**src/rtl/in_port_ctrl.sv**
```systemverilog
// Purpose : processor input port; synchronizes an 8-bit switch bank, debounces the
//           load button and latches the switches into a holding register on each
//           debounced press, handing the value to the processor via valid/read strobe.
// Latency : button press to inData/inValid = DEBOUNCE_CYCLES+3 edges; switches 2 edges.
// Backpr. : no stall; a capture over an unread value replaces it and raises the
//           sticky overrun flag, which the next read strobe clears.
//
// Ports
//   clk       system clock
//   rst       asynchronous, active-high reset
//   swRaw     raw switch pins (asynchronous to clk)
//   btnRaw    raw load button, active-high (asynchronous to clk)
//   rdEn      one-cycle read strobe from the processor
//   inData    last captured switch value
//   inValid   inData holds a capture the processor has not read yet
//   overrun   sticky: a capture replaced an unread value
//   btnLevel  debounced button level (debug visibility)

module in_port_ctrl #(
    parameter int DEBOUNCE_CYCLES = 100_000,  // stable cycles to accept a level change, >= 2
    parameter int DATA_W          = 8
) (
    input  logic              clk,
    input  logic              rst,
    input  logic [DATA_W-1:0] swRaw,
    input  logic              btnRaw,
    input  logic              rdEn,
    output logic [DATA_W-1:0] inData,
    output logic              inValid,
    output logic              overrun,
    output logic              btnLevel
);

    // Counter only has to reach DEBOUNCE_CYCLES-1, so clog2 of the cycle count is enough.
    localparam int             CNT_W   = (DEBOUNCE_CYCLES > 2) ? $clog2(DEBOUNCE_CYCLES) : 1;
    localparam logic [CNT_W-1:0] CNT_MAX = CNT_W'(DEBOUNCE_CYCLES - 1);
    localparam logic [CNT_W-1:0] CNT_ONE = CNT_W'(1);

    // ------------------------------------------------------------------
    // Two-flop synchronizers
    // ------------------------------------------------------------------
    logic [DATA_W-1:0] swMeta_q;
    logic [DATA_W-1:0] swSync_q;
    logic              btnMeta_q;
    logic              btnSync_q;

    always_ff @(posedge clk or posedge rst) begin
        if (rst) begin
            swMeta_q  <= '0;
            swSync_q  <= '0;
            btnMeta_q <= 1'b0;
            btnSync_q <= 1'b0;
        end else begin
            swMeta_q  <= swRaw;
            swSync_q  <= swMeta_q;
            btnMeta_q <= btnRaw;
            btnSync_q <= btnMeta_q;
        end
    end

    // ------------------------------------------------------------------
    // Debouncer
    // ------------------------------------------------------------------
    // The synchronized button must disagree with the accepted level for
    // DEBOUNCE_CYCLES consecutive edges before the level follows it. Any
    // sample that agrees with the current level restarts the count, so a
    // glitch shorter than the window never reaches btnLevel.
    logic [CNT_W-1:0] cnt_q;
    logic [CNT_W-1:0] cnt_d;
    logic             btnLevel_q;
    logic             btnLevel_d;
    logic             btnLevelDly_q;

    always_comb begin
        cnt_d      = cnt_q;
        btnLevel_d = btnLevel_q;
        if (btnSync_q == btnLevel_q) begin
            cnt_d = '0;
        end else if (cnt_q == CNT_MAX) begin
            btnLevel_d = btnSync_q;
            cnt_d      = '0;
        end else begin
            cnt_d = cnt_q + CNT_ONE;
        end
    end

    always_ff @(posedge clk or posedge rst) begin
        if (rst) begin
            cnt_q         <= '0;
            btnLevel_q    <= 1'b0;
            btnLevelDly_q <= 1'b0;
        end else begin
            cnt_q         <= cnt_d;
            btnLevel_q    <= btnLevel_d;
            btnLevelDly_q <= btnLevel_q;
        end
    end

    // One-cycle pulse on each debounced rising edge; a release gives nothing.
    logic loadPulse;
    assign loadPulse = btnLevel_q & ~btnLevelDly_q;

    // ------------------------------------------------------------------
    // Holding register and handshake
    // ------------------------------------------------------------------
    logic [DATA_W-1:0] inData_q;
    logic [DATA_W-1:0] inData_d;
    logic              inValid_q;
    logic              inValid_d;
    logic              overrun_q;
    logic              overrun_d;

    always_comb begin
        inData_d  = inData_q;
        inValid_d = inValid_q;
        overrun_d = overrun_q;
        if (loadPulse) begin
            // A capture always wins. If the processor reads in the same cycle
            // the old value counts as consumed, so no overrun is recorded.
            inData_d  = swSync_q;
            inValid_d = 1'b1;
            if (rdEn) begin
                overrun_d = 1'b0;
            end else if (inValid_q) begin
                overrun_d = 1'b1;
            end
        end else if (rdEn && inValid_q) begin
            // Data is left in place; only the flags are consumed.
            inValid_d = 1'b0;
            overrun_d = 1'b0;
        end
    end

    always_ff @(posedge clk or posedge rst) begin
        if (rst) begin
            inData_q  <= '0;
            inValid_q <= 1'b0;
            overrun_q <= 1'b0;
        end else begin
            inData_q  <= inData_d;
            inValid_q <= inValid_d;
            overrun_q <= overrun_d;
        end
    end

    assign inData   = inData_q;
    assign inValid  = inValid_q;
    assign overrun  = overrun_q;
    assign btnLevel = btnLevel_q;

endmodule

```
**config.mk**
```make
export PLATFORM = sky130hd
export DESIGN_NAME = in_port_ctrl
export DESIGN_NICKNAME = d
export VERILOG_FILES = /design/src/rtl/in_port_ctrl.sv
export SDC_FILE = /design/constraint.sdc
export NUM_CORES = 1
export LEC_CHECK = 0
export ABC_AREA = 1
export CORE_MARGIN = 4
export CORE_UTILIZATION = 42
export CTS_CLUSTER_DIAMETER = 200
export CTS_CLUSTER_SIZE = 16
export DETAILED_ROUTE_END_ITERATION = 8
export DONT_BUFFER_PORTS = 1
export GPL_ROUTABILITY_DRIVEN = 0
export HOLD_SLACK_MARGIN = 0.12
export PLACE_DENSITY = 0.53
export SYNTH_ARGS = -nofsm -noshare
export SYNTH_HDL_FRONTEND = slang
export SYNTH_SLANG_ARGS = --single-unit
```
**constraint.sdc**
```tcl
create_clock -name clk -period 1.6 [get_ports clk]
set_clock_uncertainty 0.1 [all_clocks]
set_input_delay 0.08 -clock clk [delete_from_list [all_inputs] [get_ports clk]]
set_output_delay 0.08 -clock clk [all_outputs]
set_load 0.1 [all_outputs]
```
==> metrics.yaml <==
yosys:
  yosys_warnings: 0
  synth_compound_area_share_pct: 2.64
  synth_top_family_by_area: "simple AND/OR/NAND/NOR gates"
  synth_simple_gate_area_share_pct: 27.4
  yosysSeqAreaShare_pct: 62.0
  synthMuxAreaShare_pct: 0
  syn_nets: 219
  synth_fa_ha_area_share_pct: 0.660
  synth.distinct_cells: 20
  avgSynthCellArea_um2: 9.21
  netlist_instances: 206
  synthXorXnorAreaFrac_pct: 2.31
  yosys_register_bits: 47
  synth_area_um2: 1900
global_routing:
  grt_pass1_wl_mm: 5.85
  grt_pass1_vias: 1334
  grt_usage_pct: 14.1
  grt.overflow.total: 0
  grt_max_degree: 30
  antenna_found_initial: 0
floorplan:
  coreArea_um2: 4350
  io_pins: 23
  die_w_um: 75.2
  die_h_um: 75.2
  start_util_pct: 43.6
  std_cell_rows: 24
  fp.dieArea_um2: 5660
timing:
  tns_ns: 0
  post-route-period-util_pct: 90.4
  worst_pin_slew_ns: 0.718
  drv_slew: 0
  rsz0062_at_grt: "no"
  hold_viol: 0
  setup_viol_count_final: 0
  min_period_ns: 1.45
  max_freq_mhz: 691
  relSlewSlack_pct: 51.8
route:
  drc: 0
  drt_iter0_drc: 67
  ant_nets: 0
  dr.pass1.iters: 4
  avgRoutedWirePerCell_um: 11.3
  vias: 1353
  viasPerCell: 4.67
  routed_wl_mm: 3.27
final_layout:
  layout-drive-gt1-share_pct: 16.0
  nets: 250
  diodes: 0
  areaGrowthSynthToFinish_pct: 20.0
  fillCellCount: 397
worst_hold_path:
  hold_path.class: "input pin to async pin"
placement:
  hpwl_mm: 2.45
  io_buffers: 0
worst_setup_path:
  worstPathArrival_ns: 1.57
  cp.required_ns: 1.72
  worst_setup_path_start_kind: "register"
  r2r_cells: 8
  cp-end-kind: "register"
  path_max_fanout: 12
  crit_type: "register to register"
clock_network:
  clock-sinks: 47
  clock_latency_ns: 0.30
  cts_tree: "done"
  cts_buffer_depth: 2
  path_clk_slew_ns: 0.09
  htree_levels: 2
  cts-root-buf: "clkbuf_8"
  cts_made_buffers: 5
power_and_ir_drop:
  leakage_nw: 1.09
  power.density_nw_per_um2: 882
  ir_drop_mv: 0.653
  finalPower_mw: 2.01
status:
  status: "completed"
flow_run:
  cap_violations: 0
==> sequential cells by signal (all words and copies together) (netlist names), 8 cells and up <==
signal,count
swMeta_q,8
inData,8
swSync_q,8
cnt_q,17
==> what timing repair did <==
action	CTS	global route
endpoints found under the hold margin	58	0
setup buffers	0	0
gates resized for setup	0	1
hold buffers	11	0
setup endpoints to repair	0	12
==> final timing paths <==
kind                                       start                     to  slack [ns]
max                           cnt_q[0]$_DFF_PP0_     cnt_q[7]$_DFF_PP0_        0.15
min                                          rst  swMeta_q[4]$_DFF_PP0_        0.15
max reg2reg                   cnt_q[0]$_DFF_PP0_     cnt_q[7]$_DFF_PP0_        0.15
min reg2reg                swMeta_q[1]$_DFF_PP0_  swSync_q[1]$_DFF_PP0_        0.26
max in group asynchronous                    rst   btnLevel$_DFFE_PP0P_        0.70
min in group clk                        swRaw[6]  swMeta_q[6]$_DFF_PP0_        0.23
==> worst max-delay path, cell delays in order (launching register included) <==
cell and delay (ns):
dfrtp_1 0.42, ha_1 0.25, nand2_2 0.10, inv_2 0.04
nand2_2 0.09, nor2_4 0.04, nand2_2 0.09, nand2_4 0.11
nor2_1 0.14
==> report_power, final <==
part / switching (mW) / internal (mW)
sequential: 0.0122 / 1.22
clock: 0.397 / 0.313
combinational: 0.0406 / 0.0300
total: 0.449 / 1.56
==> Yosys cell counts, drive strengths merged <==
master / instances / share of area, %
nor2: 42 / 9.8
ha: 1 / 0.66
nand3b: 1 / 0.40
o21bai: 2 / 0.79
xor2: 4 / 1.8
dfrtp: 47 / 62
nand3: 6 / 1.6
nor3: 2 / 0.53
a21oi: 1 / 0.26
xnor2: 1 / 0.46
o21ai: 6 / 1.6
inv: 22 / 4.4
nand2: 66 / 14
buf: 1 / 0.59
nand4: 4 / 1.3
==> cell type report <==
class | count | area, µm² | share of cell area (%)
Clock buffer | 5 | 68.8 | 3.02
Clock inverter | 3 | 22.5 | 0.990
Inverter | 22 | 82.6 | 3.63
Multi-Input combinational cell | 136 | 632 | 27.8
Sequential cell | 47 | 1180 | 51.7
Tap cell | 52 | 65.1 | 2.86
Timing Repair Buffer | 25 | 228 | 10.0
==> cells by family after synthesis <==
logic type | after synthesis
and+or+nand+nor | 121
DFF | 47
buffers and inverters | 23
AOI/OAI and AO/OA | 9
xor gates and xnor gates | 5
adders and majority gates | 1
==> cell usage in the layout (no fill, tap or decap) <==
cell            n
nand2_1        60
dfrtp_1        46
nor2_1         35
inv_1          19
buf_4          13
dlygate4sd3_1  11
nand3_1         6
nor2_2          5
nand2_2         5
clkbuf_8        5
xor2_1          4
nand4_1         4
o21ai_0         4
inv_2           2
nor2_4          2
o21ai_1         2
o21bai_1        2
nor3_1          2
nand2_4         1
nand3b_1        1
xnor2_1         1
a21oi_1         1
clkinv_1        1
ha_1            1
dfrtp_2         1
clkinv_2        1
inv_6           1
clkinv_4        1
buf_12          1
==> routing by layer <==
metal / wire length [µm] / up-vias / part of all wire [%] / global-route usage (%)
li1: - / 690 / - / -
met1: 1490 / 619 / 46 / 18.0
met2: 1530 / 37 / 47 / 21.7
met3: 188 / 7 / 5.8 / 5.21
met4: 53 / 0 / 1.6 / 6.02
met5: 0 / - / 0 / 0
==> metrics by stage <==
step	cell area, µm²	hold slack (ns)	worst slack [ns]	cells	util (%)
finish	2280	0.153	0.153	290	52.3
global placement	2070	-0.0819	0.152	271	47.5
global route	2280	0.204	0.0199	290	52.3
floorplan	1900	0.0114	0.0331	206	-
CTS	2270	0.157	0.0579	290	52.2
detailed placement	2070	-0.0687	0.0987	271	47.5
No activity file was read; power rests on OpenSTA's default activity.
